[config.mk]
export PLATFORM = sky130hd
export DESIGN_NAME = klein_byte_frontend
export DESIGN_NICKNAME = d
export VERILOG_FILES = /design/src/rtl/klein_byte_frontend.sv
export SDC_FILE = /design/constraint.sdc
export NUM_CORES = 1
export LEC_CHECK = 0
export BUFFER_PORTS_ARGS = -buffer_cell sky130_fd_sc_hd__buf_2
export CORE_UTILIZATION = 51
export CTS_CLUSTER_SIZE = 30
export DETAILED_ROUTE_END_ITERATION = 8
export HOLD_SLACK_MARGIN = 0.12
export PLACE_DENSITY = 0.91
export SLEW_MARGIN = 0
export SYNTH_ARGS = -nofsm -noshare
export SYNTH_HDL_FRONTEND = slang
export SYNTH_SLANG_ARGS = --single-unit
[constraint.sdc]
create_clock -name ck -period 2.34 [get_ports ck]
set_input_delay 0.234 -clock ck [delete_from_list [all_inputs] [get_ports ck]]
set_output_delay 0.234 -clock ck [all_outputs]
set_load 0.1 [all_outputs]
[src/rtl/klein_byte_frontend.sv]
// Byte-serial packer/unpacker around the klein_80 block-cipher core.
// Define KLEIN_FRONTEND_CBC_EN to add CBC chaining (iv / iv_load ports and a chain register).
module klein_byte_frontend #(
  parameter int unsigned TIMEOUT = 255
) (
  input  logic        ck,
  input  logic        rst,
  input  logic [0:79] key_in,
  input  logic [7:0]  s_data,
  input  logic        s_valid,
  output logic        s_ready,
  output logic        core_start,
  output logic [0:63] core_inp,
  output logic [0:79] core_key,
  input  logic        core_ready,
  input  logic [0:63] core_out,
  output logic [7:0]  m_data,
  output logic        m_valid,
  input  logic        m_ready,
  output logic        busy,
`ifdef KLEIN_FRONTEND_CBC_EN
  input  logic [0:63] iv,
  input  logic        iv_load,
`endif
  output logic        timeout_err
);

  typedef enum logic [1:0] {S_FILL, S_START, S_WAIT, S_DRAIN} state_t;

  localparam logic [7:0] WAIT_LAST = 8'(TIMEOUT - 1);

  state_t      state_q, state_d;
  logic [2:0]  cnt_q, cnt_d;
  logic [7:0]  wait_q, wait_d;
  logic [63:0] inp_q, inp_d;
  logic [79:0] key_q, key_d;
  logic [63:0] out_q, out_d;
  logic        s_ready_q, s_ready_d;
  logic        start_q, start_d;
  logic        m_valid_q, m_valid_d;
  logic        busy_q, busy_d;
  logic        terr_q, terr_d;
`ifdef KLEIN_FRONTEND_CBC_EN
  logic [63:0] chain_q, chain_d;
`endif

  always_comb begin
    state_d   = state_q;
    cnt_d     = cnt_q;
    wait_d    = wait_q;
    inp_d     = inp_q;
    key_d     = key_q;
    out_d     = out_q;
    s_ready_d = s_ready_q;
    start_d   = 1'b0;
    m_valid_d = m_valid_q;
    busy_d    = busy_q;
    terr_d    = terr_q;
`ifdef KLEIN_FRONTEND_CBC_EN
    chain_d   = chain_q;
`endif
    unique case (state_q)
      S_FILL: begin
`ifdef KLEIN_FRONTEND_CBC_EN
        if (iv_load && (cnt_q == 3'd0)) chain_d = iv;
`endif
        if (s_valid && s_ready_q) begin
          // Bytes shift in from the right, so the first byte lands in core_inp[0:7].
          inp_d = {inp_q[55:0], s_data};
          cnt_d = cnt_q + 3'd1;
          if (cnt_q == 3'd7) begin
`ifdef KLEIN_FRONTEND_CBC_EN
            inp_d = {inp_q[55:0], s_data} ^ chain_q;
`endif
            key_d     = key_in;
            state_d   = S_START;
            start_d   = 1'b1;
            s_ready_d = 1'b0;
            busy_d    = 1'b1;
          end
        end
      end
      S_START: begin
        wait_d  = 8'd0;
        state_d = S_WAIT;
      end
      S_WAIT: begin
        wait_d = wait_q + 8'd1;
        // First WAIT cycle (wait_q == 0) may still see the previous block's ready level.
        if ((wait_q != 8'd0) && core_ready) begin
          out_d     = core_out;
          state_d   = S_DRAIN;
          m_valid_d = 1'b1;
`ifdef KLEIN_FRONTEND_CBC_EN
          chain_d   = core_out;
`endif
        end else if (wait_q == WAIT_LAST) begin
          out_d     = 64'd0;
          terr_d    = 1'b1;
          state_d   = S_DRAIN;
          m_valid_d = 1'b1;
        end
      end
      S_DRAIN: begin
        if (m_ready) begin
          out_d = {out_q[55:0], 8'h00};
          cnt_d = cnt_q + 3'd1;
          if (cnt_q == 3'd7) begin
            state_d   = S_FILL;
            m_valid_d = 1'b0;
            s_ready_d = 1'b1;
            busy_d    = 1'b0;
          end
        end
      end
    endcase
  end

  always_ff @(posedge ck) begin
    if (rst) begin
      state_q   <= S_FILL;
      cnt_q     <= 3'd0;
      wait_q    <= 8'd0;
      inp_q     <= 64'd0;
      key_q     <= 80'd0;
      out_q     <= 64'd0;
      s_ready_q <= 1'b1;
      start_q   <= 1'b0;
      m_valid_q <= 1'b0;
      busy_q    <= 1'b0;
      terr_q    <= 1'b0;
`ifdef KLEIN_FRONTEND_CBC_EN
      chain_q   <= 64'd0;
`endif
    end else begin
      state_q   <= state_d;
      cnt_q     <= cnt_d;
      wait_q    <= wait_d;
      inp_q     <= inp_d;
      key_q     <= key_d;
      out_q     <= out_d;
      s_ready_q <= s_ready_d;
      start_q   <= start_d;
      m_valid_q <= m_valid_d;
      busy_q    <= busy_d;
      terr_q    <= terr_d;
`ifdef KLEIN_FRONTEND_CBC_EN
      chain_q   <= chain_d;
`endif
    end
  end

  assign s_ready     = s_ready_q;
  assign core_start  = start_q;
  assign core_inp    = inp_q;
  assign core_key    = key_q;
  assign m_data      = out_q[63:56];
  assign m_valid     = m_valid_q;
  assign busy        = busy_q;
  assign timeout_err = terr_q;

endmodule

======== Word level (Yosys, flattened, before mapping) ========
Cells that the tools add are included.
cells by class
  $add $sub $neg .......................... 2
  equality and inequality tests ........... 10
  multiplexer cells ....................... 27
  bitwise operators ....................... 3
  reductions and logical operators ........ 16
operators with widths
  cell                                                             number
  64-bit two-way mux                                               3
  64-bit one-hot mux with 2 select lines                           1
  8-bit one-hot mux with 2 select lines                            1
  2-bit two-way mux                                                6
  3-bit AND reduction                                              4
  5-bit AND reduction                                              2
  1-bit two-way mux                                                9
  8-bit by 1-bit adder with 8-bit output, second input constant    1
  8-bit == test, second input constant                             1
  2-bit inequality test, second input constant                     4
  2-bit one-hot mux with 4 select lines                            1
  8-bit nonzero test                                               1
  3-bit two-way mux                                                2
  1-bit one-hot mux with 2 select lines                            3
  3-bit one-hot mux with 2 select lines                            1
  2-bit nonzero test                                               3
  2-bit == test, second input constant                             2
  4-bit AND reduction                                              1
  3-bit by 1-bit adder with 3-bit output, second input constant    1
  3-bit == test, second input constant                             1
  3-bit inequality test, second input constant                     1
  1-bit NOT                                                        3
  3-bit OR reduction                                               1
  2-bit by 1-bit == test with 1-bit output, second input constant  1
  other kinds (3)                                                  4
storage, ports and cells
  register bits ........................... 226
  input bits .............................. 157

======== Logic depth before layout (Yosys ltp) ========
Gate-level depths: netlist (run 1).
  depth after elaboration ................. 4
  gate-level depth with buffers ........... 8
  mapped depth without buffers ............ 6

======== Worst setup path after synthesis (run 1) ========
No wires, ideal clock.
  kind .................................... register to register
  from .................................... reg s_ready_q, in the netlist s_ready
  to ...................................... reg key_q[69], in the netlist core_key[10]
  arrival ................................. 2.071 ns
  required time ........................... 2.270 ns
  setup slack ............................. 0.199 ns
  stages on the path, launching flop included .. 7
  cells stage by stage .................... dfxtp_1 -> and3_1 -> and2_1 -> clkbuf_1 -> clkbuf_1 -> nand2_1 -> a21oi_1
between the ends
  cells in the longest elaborated chain, start to end .. 2
ends and longest elaborated chain
  what                                  RTL line  text
  from (decl)                           38        logic s_ready_q, s_ready_d;
  from (signal assigned)                142       s_ready_q <= s_ready_d;
  1-bit logical AND                     67        if (s_valid && s_ready_q) begin
  3-bit AND reduction (no source line)  --
  to (signal assigned)                  140       key_q <= key_d;
  to (decl)                             36        logic [79:0] key_q, key_d;
Every way passes these cells.
A chain may end at the register's enable or synchronous reset.

======== Final worst setup path (run 1) ========
  from .................................... reg wait_q[0]
  to ...................................... reg out_q[43]
between the ends
  cells in the longest elaborated chain, start to end .. 4
ends and longest elaborated chain
  what                                                                                                   RTL line  text
  from (decl)                                                                                            34        logic [7:0] wait_q, wait_d;
  from (signal assigned)                                                                                 138       wait_q <= wait_d;
  8-bit nonzero test                                                                                     90        if ((wait_q != 8'd0) && core_ready) begin
  1-bit logical AND                                                                                      90
  3-bit inequality test (no source line) / 64-bit two-way mux (equally long branches)                    --
  3-bit AND reduction (no source line) / 64-bit one-hot mux with 2 select lines (equally long branches)  --
  to (signal assigned)                                                                                   141       out_q <= out_d;
  to (decl)                                                                                              37        logic [63:0] out_q, out_d;
Several ways; a longest one is shown, not always the timed one.

==> run metrics, run 1 <==
run status=completed; met1 Track Usage GR=34.35%; H-tree depth=1; RSZ-0062 raised after global routing=no; largest net degree at the start of global routing=99; Reg clk slew, reported paths=0.06 ns; antenna violations before repair=10; Multi-input gate area=4561 um2; worst-path fanout max=64; Skew-Pair Late Insertion Delay=0.54 ns; worst vdd ir=617.8 uV; die area=19740 um2; CTS tree=yes; most crowded layer after global routing=met2; first-pass GRT wire length=48980 um; gr ovfl total=0; fill cell total of the finished layout=1301; die span in x=140.5 um; gpl congestion=0.8784; area share of the largest cell type after synthesis=46.25%; final-stage net count=1726; hold depth=4; DR iter-0 viols=748; Std-Cell Rows=50; CP startpoint kind=flop; Min-Delay Path Class=input pin to flop; Area growth, synth to finish=35.10%; fin util=70.41%; R2R depth=7; top post-synthesis cells by area=dfxtp_1, nand2_1, a21oi_1, mux2_1, a211o_1; Slew @ Worst Pin=0.6528 ns; min Tclk post-route=2.191 ns; Hold Violations, Final=0; Worst EP required=2.74 ns; total number of vias=10040; Net Count, Synth=1380; Slew HR=56.48%; CTS-repair resized insts=0; Sum Neg Setup Slack=0 ns; drt pass-1 iters=6; vias in the first global route=9906; Synth warnings=0; Fmax achieved=456.4 MHz; # Max-Cap Violations=0; Port Buf Inserts=313; core area=18770 um2; Mapped Area=9782 um2; pre-CTS setup slack=0.1918 ns; Die Y=140.5 um; final total power=8.564 mW; GRT Overall Usage=31.08%; Routed Antenna Nets=0; Clock Sinks=226; ys async rst share=0%; vias per inst=5.515; count leader, synth=nand2_1; DR WL/cell=17.33 um; layout cell share with drive strength beyond 1=24.40%; Final setup viols=0; initial core utilization=52.12%; non-filler cells in the finished layout=1820; Slew Viols, Final=0; #FFs+latches synth=226; final setup margin=0.1487 ns; io pins=314; sequential element share of the synthesized area=46.25%; register area=4524 um2; Max Buffers Root-to-Sink=3; CP Data Arrival Time=2.59 ns; area leader, netlist=dfxtp_1; Pleak=5.805 nW; met3 usage=8.855%; Mapped Cells=1214; CTS root buf=clkbuf_16; Synth Area per Inst=8.058 um2; crit share post-route=93.64%; top_reg_cell synth=dfxtp_1; Netlist cell types=38; crit path kind=flop to flop; placed cell count=1672; DPL Wire Length=16680 um; met2 Track Usage GR=51.47%; Final Routed Wirelength=31530 um; PD cells=648.0 nW/um2; Commonest cells post-synth=nand2_1, dfxtp_1, a21oi_1; number of flops mapped to enable cells by yosys=0; CP Capture Type=flop; CTS Buf Count=24; DRC viols=0; Setup Skew=0.02633 ns
-- per-stage QoR --
stage | instance area [um2] | hold WS [ns]
global placement | 11380 | 0.4382
floorplan | 9782 | 0.3700
CTS | 13200 | 0.1302
detailed placement | 11380 | 0.4430
finish | 13220 | 0.1334
global route | 13210 | 0.1409
-- power breakdown --
part           total (mW)  internal, mW  switching [mW]  leakage, nW
logic               0.630         0.256           0.374         3.57
clock network        4.05          2.44            1.61        0.413
registers            3.88          3.87          0.0153         1.82
total                8.56          6.56            2.00         5.81
-- sequential cells by signal (all words and copies together), names as in the netlist --
name         count
core_key        80
state_q          2
core_inp        64
s_ready          1
m_valid          1
out_q           64
cnt_q            3
busy             1
timeout_err      1
wait_q           8
core_start       1
-- path summary, 6_finish.rpt --
kind,from,endpoint,slack [ns]
setup / recovery,wait_q[0]$_SDFFE_PP0P_,out_q[43]$_SDFFE_PP0P_,0.15
hold / removal,m_ready,m_valid$_SDFFE_PP0P_,0.13
setup reg to reg,wait_q[0]$_SDFFE_PP0P_,out_q[43]$_SDFFE_PP0P_,0.15
hold reg to reg,core_inp[4]$_SDFFE_PP0P_,core_inp[4]$_SDFFE_PP0P_,0.45
-- kinds of logic after synthesis --
logic type                 share of synthesized area (%)
adders and majority gates                          1.151
muxes                                              7.675
buffers and inverters                              7.457
and+or+nand+nor                                    20.16
DFF                                                46.25
xor gates and xnor gates                          0.5372
AOI/OAI and AO/OA                                  16.77
-- metal layers --
layer / wire length (um) / vias up
met3: 2856 / 212
met1: 11560 / 4585
met5: 12 / -
met2: 14920 / 590
met4: 2181 / 2
li1: - / 4648
-- final cells by class --
type / instances / share of cell area [%]
timing repair buffer: 424 / 20.61
inverter: 63 / 1.789
sequential: 226 / 34.24
multi-input combinational: 821 / 34.51
tap: 234 / 2.215
antenna: 8 / 0.1515
clock inverter: 12 / 1.183
clock buffer: 32 / 5.302
-- cells in the final DEF, fill, tap and decap left out, types with 2 or more instances in the layout --
| master | count |
|---|---|
| nand4_1 | 3 |
| nand3_1 | 5 |
| a21o_1 | 3 |
| clkinv_2 | 4 |
| nand2_1 | 357 |
| buf_4 | 9 |
| nor2b_1 | 57 |
| dfxtp_1 | 226 |
| clkbuf_8 | 8 |
| nand2b_1 | 16 |
| dlygate4sd3_1 | 96 |
| clkbuf_16 | 24 |
| mux2_2 | 2 |
| a211o_1 | 56 |
| ha_1 | 8 |
| mux2i_1 | 12 |
| mux2_1 | 54 |
| nor2_1 | 13 |
| inv_1 | 63 |
| bufinv_16 | 3 |
| a21oi_1 | 207 |
| xor2_1 | 5 |
| clkinvlp_4 | 4 |
| buf_12 | 6 |
| diode_2 | 8 |
| buf_2 | 312 |
-- worst max-delay path, stage by stage (launching register included) --
cell and delay, ns:
dfxtp_1 0.34, inv_1 0.11, ha_1 0.16, nor4b_4 0.32, a21oi_1 0.20, o21ai_4 0.20, buf_12 0.33, mux2_1 0.38
-- what timing repair did --
item                                   4_1_cts  5_1_grt
buffers inserted                             0        0
hold buffers                                96        0
endpoints found under the hold margin       96        0
setup endpoints to repair                    0        0
Power figures use the tool's default switching activity.
==> run 2: changes to the inputs <==
Settings changed: BUFFER_PORTS_ARGS -buffer_cell sky130_fd_sc_hd__buf_2 to -buffer_cell sky130_fd_sc_hd__clkbuf_2, CORE_ASPECT_RATIO set to 1.4, CORE_MARGIN set to 2.
==> run metrics, run 2 (synthesis results as in run 1) <==
gpl congestion=0.8210 (-6.5%); die area=20320 um2 (+2.9%); reg2reg start=wait_q[0]$_SDFFE_PP0P_; post-route cell area=13120 um2 (-0.75%); CP startpoint kind=flop; crit path kind=flop to flop; CP Capture Type=flop; final setup margin=0.1473 ns (-0.001416 ns); crit-path cells=inv_1 -> ha_1 -> nor4b_4 -> a21oi_1 -> o21ai_4 -> buf_12 -> mux2_1; Slew @ Worst Pin=0.9100 ns (+0.2571 ns); RSZ-0062 raised after global routing=no; WP depth=7 (unchanged); worst-path fanout max=64 (unchanged); r2r setup slk=0.15 ns (about the same); Skew-Pair Late Insertion Delay=0.50 ns (-0.04 ns); first-pass GRT wire length=48110 um (-1.8%); Worst EP required=2.72 ns (-0.02 ns); Hold Violations, Final=0 (unchanged); Slew HR=39.22% (-17 points); # Max-Cap Violations=0 (unchanged); Routed Antenna Nets=0 (unchanged); Crit path max-delay family=buffers and inverters; final-stage net count=1723 (-0.17%); DR WL/cell=16.76 um (-3.2%); CTS tree=yes; min Tclk post-route=2.193 ns (+0.001416 ns); core area=18680 um2 (-0.49%); hold_buf cts=97 (+1.0%); Die Y=167.9 um (+19%); crit-path max cell delay=0.37 ns (about the same); placed cell count=1680 (+0.48%); CP max stage cell=mux2_1; Reg clk slew, reported paths=0.06 ns (about the same); die span in x=121.0 um (-14%); CP Data Arrival Time=2.57 ns (-0.02 ns); worst vdd ir=651.9 uV (+5.5%); Final Routed Wirelength=30480 um (-3.3%); Min-Delay Path Class=input pin to flop; layout cell share with drive strength beyond 1=24.03% (-0.37 points); Max Buffers Root-to-Sink=3 (unchanged); Final setup viols=0 (unchanged); DRC viols=0 (unchanged); Clock Sinks=226 (unchanged); gr ovfl total=0 (unchanged); Sum Neg Setup Slack=0 ns (unchanged); Std-Cell Rows=59 (+18%); antenna violations before repair=1 (-9); Slew Viols, Final=0 (unchanged); PD cells=627.1 nW/um2 (-3.2%); worst reg2reg path endpoint=out_q[40]$_SDFFE_PP0P_; drt pass-1 iters=6 (unchanged); DR iter-0 viols=867 (+16%); crit share post-route=93.70% (about the same); vias per inst=5.421 (-1.7%); Worst Setup SP=wait_q[0]$_SDFFE_PP0P_; most common cell after layout, fill and taps aside=nand2_1; CTS Buf Count=22 (-8.3%); WP buf/inv=2 (unchanged); number of flip-flops in the largest register=80 (unchanged); Area after DPL=11370 um2 (about the same); commonest cells after routing, fill and taps aside=nand2_1, clkbuf_2, dfxtp_1; critical path endpoint=out_q[40]$_SDFFE_PP0P_; setup bufs post-CTS=0 (unchanged); pre-CTS setup slack=0.1692 ns (-0.02260 ns); total number of vias=9855 (-1.8%); DPL Wire Length=16720 um (+0.21%); Area growth, synth to finish=34.09%; Pleak=5.653 nW (-2.6%); Fmax achieved=456.1 MHz (about the same); R2R depth=7 (unchanged); Port Buf Inserts=313 (unchanged); CTS root buf=clkbuf_16; vias in the first global route=9916 (+0.10%); Setup Skew=0.01177 ns (-0.01456 ns); non-filler cells in the finished layout=1818 (-0.11%); io pins=314 (unchanged); run status=completed; largest net degree at the start of global routing=113 (+14%); H-tree depth=1 (unchanged); GRT Overall Usage=28.88% (-2.2 points); CTS-repair resized insts=0 (unchanged); initial core utilization=52.37% (+0.25 points)
==> run 2: where the power goes <==
group          switching (mW)  total, mW  leakage [nW]  internal [mW]
sequential             0.0164       3.88          1.82           3.87
combinational           0.372      0.626          3.46          0.254
clock                    1.51       3.72         0.373           2.21
total                    1.90       8.22          5.65           6.33
==> run 2: layer usage <==
| layer | vias up | track usage, % | part of all wire, % |
|---|---|---|---|
| li1 | 4632 | - | - |
| met1 | 4560 | 31.16 | 36 |
| met2 | 541 | 51.64 | 51 |
| met3 | 122 | 6.436 | 7.9 |
| met4 | 0 | 15.77 | 5.6 |
| met5 | - | 0 | 0 |
==> run 2: stage by stage <==
step / utilization, % / power (mW) / hold slack [ns]
2_1_floorplan: - / 4.244 / 0.3700
3_3_place_gp: 60.90 / 4.431 / 0.4404
3_5_place_dp: 60.90 / 4.437 / 0.4454
4_1_cts: 70.22 / 8.224 / 0.1891
5_1_grt: 70.22 / 8.457 / 0.2108
6_report: 70.23 / 8.225 / 0.2099
==> run 2: how the worst min path moves through the flow <==
stage                              start                   endpoint  cells after the start
2_1_floorplan                  s_data[7]  core_inp[56]$_SDFFE_PP0P_                      2
3_3_place_gp   core_key[41]$_SDFFE_PP0P_  core_key[41]$_SDFFE_PP0P_                      2
3_5_place_dp   core_key[74]$_SDFFE_PP0P_  core_key[74]$_SDFFE_PP0P_                      2
4_1_cts                          s_valid    state_q[0]$_SDFFE_PP0P_                      4
5_1_grt                          s_valid    state_q[0]$_SDFFE_PP0P_                      4
6_report                         s_valid    state_q[0]$_SDFFE_PP0P_                      4
==> run 2: layout make-up <==
cell class,count,area [um2]
Antenna cell,1,2.502
Clock buffer,31,665.6
Clock inverter,9,102.6
Fill cell,1235,5560
Inverter,63,236.5
Multi-Input combinational cell,821,4561
Sequential cell,226,4524
Tap cell,244,305.3
Timing Repair Buffer,423,2719
==> run 2: worst register-to-register path, stage by stage (launching register included) <==
cell     delay, ns
dfxtp_1       0.34
inv_1         0.11
ha_1          0.16
nor4b_4       0.33
a21oi_1       0.20
o21ai_4       0.20
buf_12        0.34
mux2_1        0.41
==> run 3: changes to the inputs <==
Settings changed: ABC_AREA set to 1, CAP_MARGIN set to 40, CORE_UTILIZATION 51 to 50, GPL_TIMING_DRIVEN set to 1.
==> run metrics, run 3 <==
commonest cells after routing, fill and taps aside=nor2_1, clkbuf_2, dfxtp_1; top post-synthesis cells by area=dfxtp_1, nor2_1, o21ai_0, nand2_1, o22ai_1; worst-path fanout max=60 (-6.3%); Net Count, Synth=1470 (+6.5%); fill cell total of the finished layout=1224 (-0.89%); top_reg_cell synth=dfxtp_1; number of flops mapped to enable cells by yosys=0 (unchanged); worst vdd ir=657.6 uV (+0.88%); number of flip-flops in the largest register=80 (unchanged); gpl congestion=0.8798 (+7.2%); Die Y=164.5 um (-2.0%); Net Switching=2.483 mW (+31%); Min-Delay Path Class=input pin to flop; GRT Overall Usage=32.82% (+3.9 points); layout cell share with drive strength beyond 1=21.83% (-2.2 points); Post-Synth Adder-Cell Area=1.224% (+0.073 points); die span in x=118.6 um (-2.0%); sequential element share of the synthesized area=49.20% (+2.9 points); H-tree depth=1 (unchanged); count leader, synth=nor2_1; DPL Wire Length=19180 um (+15%); vias in the first global route=9935 (+0.19%); Area after DPL=10780 um2 (-5.3%); Port Buf Inserts=313 (unchanged); initial core utilization=51.10% (-1.3 points); final-stage net count=1860 (+8.0%); Int Pwr=6.467 mW (+2.2%); area share of the largest cell type after synthesis=49.20% (+2.9 points); setup bufs post-CTS=0 (unchanged); RSZ-0062 raised after global routing=no; Mapped Area=9196 um2 (-6.0%); Worst EP required=2.73 ns (about the same); #FFs+latches synth=226 (unchanged); crit share post-route=92.80% (-0.90 points); drt pass-1 iters=8 (+2); CTS tree=yes; Synth Area in Compound Gates=13.56% (-3.2 points); Synth warnings=0 (unchanged); CTS Buf Count=22 (unchanged); DRC viols=0 (unchanged); ys async rst share=0% (unchanged); Slew @ Worst Pin=0.8254 ns (-0.08459 ns); Max Buffers Root-to-Sink=3 (unchanged); area leader, netlist=dfxtp_1; Clock Sinks=226 (unchanged); Final Routed Wirelength=34350 um (+13%); most common cell after layout, fill and taps aside=nor2_1; share of total power in sequential cells=44.7% (-2.5 points); placed cell count=1773 (+5.5%); die area=19510 um2 (-4.0%); Slew Viols, Final=0 (unchanged); Mapped Cells=1304 (+7.4%); Slew HR=44.97% (+5.8 points); Sum Neg Setup Slack=0 ns (unchanged); gr ovfl total=0 (unchanged); final total power=8.950 mW (+8.8%); vias per inst=5.376 (-0.83%); fin util=71.89% (+1.7 points); Reg clk slew, reported paths=0.06 ns (about the same); CTS root buf=clkbuf_16; first-pass GRT wire length=51160 um (+6.3%); non-filler cells in the finished layout=1958 (+7.7%); Switching Share=27.75% (+4.7 points); Skew-Pair Late Insertion Delay=0.52 ns (+0.02 ns); Std-Cell Rows=58 (-1.7%); simple-gate share of the synthesized area=27.22% (+7.1 points); Synth Area per Inst=7.052 um2 (-12%); Routed Antenna Nets=0 (unchanged); largest family of logic cells by synthesized area=simple AND/OR/NAND/NOR gates; Clk network pwr share=41.3% (-3.9 points); run status=completed; Hold Violations, Final=0 (unchanged); DR iter-0 viols=1350 (+56%); total number of vias=10530 (+6.8%); Pleak=6.488 nW (+15%); core area=18000 um2 (-3.6%); Setup Skew=0.02519 ns (+0.01342 ns); Area growth, synth to finish=40.68%; post-route cell area=12940 um2 (-1.4%); Netlist cell types=21 (-45%); crit path kind=flop to flop; # Max-Cap Violations=0 (unchanged); Synth Area in XOR/XNOR=0% (-0.54 points); Final setup viols=0 (unchanged); CP startpoint kind=flop; Gate power share=14.1% (+6.5 points); largest net degree at the start of global routing=121 (+7.1%); DR WL/cell=17.54 um (+4.6%); Commonest cells post-synth=nor2_1, dfxtp_1, nand2_1; PD cells=691.8 nW/um2 (+10%); CP Data Arrival Time=2.56 ns (about the same); mux cell area share after synthesis=0% (-7.7 points); antenna violations before repair=7 (+6); CP Capture Type=flop; Fmax achieved=460.5 MHz (+0.97%); min Tclk post-route=2.172 ns (-0.02112 ns); io pins=314 (unchanged)
-- run 3: changes by cell type in the layout (fill, tap and decap cells not counted), sizes merged, moves of 17 or more --
| cell | before | now |
|---|---|---|
| nand2b | 17 | 0 |
| o21ai | 3 | 154 |
| a211o | 56 | 0 |
| dlygate4sd3 | 97 | 136 |
| a21oi | 207 | 25 |
| o22ai | 0 | 55 |
| mux2 | 56 | 0 |
| nor2b | 57 | 0 |
| nand2 | 358 | 208 |
| nor2 | 13 | 414 |
| inv | 63 | 86 |
-- run 3: worst paths after layout --
check / slack, ns / endpoint / cells past startpoint / start
worst max-delay path: 0.17 / out_q[39]$_SDFFE_PP0P_ / 9 / state_q[1]$_SDFFE_PP0P_
worst min-delay path: 0.11 / out_q[9]$_SDFFE_PP0P_ / 5 / core_out[54]
worst max register to register: 0.17 / out_q[39]$_SDFFE_PP0P_ / 9 / state_q[1]$_SDFFE_PP0P_
worst min register to register: 0.45 / out_q[1]$_SDFFE_PP0P_ / 2 / out_q[1]$_SDFFE_PP0P_
-- run 3: per-stage QoR --
step                      setup slack [ns]  hold slack, ns
after detailed placement            0.2362          0.4445
after floorplan                     0.1398          0.3689
after global placement              0.3305          0.4350
final                               0.1684          0.1093
after CTS                           0.1704          0.1220
after global routing               0.05988          0.1509
-- run 3: layout make-up --
class | count | area, um2 | share of cell area [%]
Clock inverter | 8 | 131.4 | 1.015
Antenna cell | 9 | 22.52 | 0.1741
Inverter | 87 | 330.3 | 2.553
Timing Repair Buffer | 463 | 3133 | 24.22
Tap cell | 240 | 300.3 | 2.321
Sequential cell | 226 | 4524 | 34.97
Multi-Input combinational cell | 894 | 3881 | 30.00
Clock buffer | 31 | 614.3 | 4.749
-- run 3: critical path, cell delays in order (launching register included) --
cell	delay (ns)
dfxtp_1	0.39
ha_1	0.28
clkinv_2	0.10
or2_4	0.26
o21a_1	0.27
nand2_4	0.19
buf_16	0.26
nand2_1	0.13
nand2_1	0.11
nor2_1	0.05
-- run 3: cell families after synthesis --
group	count (synthesis)
AOI/OAI and AO/OA	235
adders and majority gates	9
buffers and inverters	184
DFF	226
and+or+nand+nor	650
-- run 3: power by group through the flow --
stage,clock network [mW],registers (mW),logic [mW]
final,3.69,4.00,1.26
after global routing,3.87,4.00,1.31
after CTS,3.70,3.99,1.23
after detailed placement,0,4.07,1.04
after global placement,0,4.07,1.03
after floorplan,0,4.61,0.204
-- run 3: repair_timing --
| action | CTS | global route |
|---|---|---|
| hold endpoints to repair | 143 | 0 |
| hold buffers | 136 | 0 |
| setup endpoints to repair | 0 | 48 |
| resized for setup | 0 | 1 |
-- run 3: per-layer routing --
metal / track usage (%) / up-vias / share of wire [%]
met5: 0 / - / 0
met4: 17.32 / 0 / 5.6
met3: 9.185 / 157 / 10
met2: 57.00 / 673 / 48
met1: 36.57 / 4808 / 36
li1: - / 4888 / -
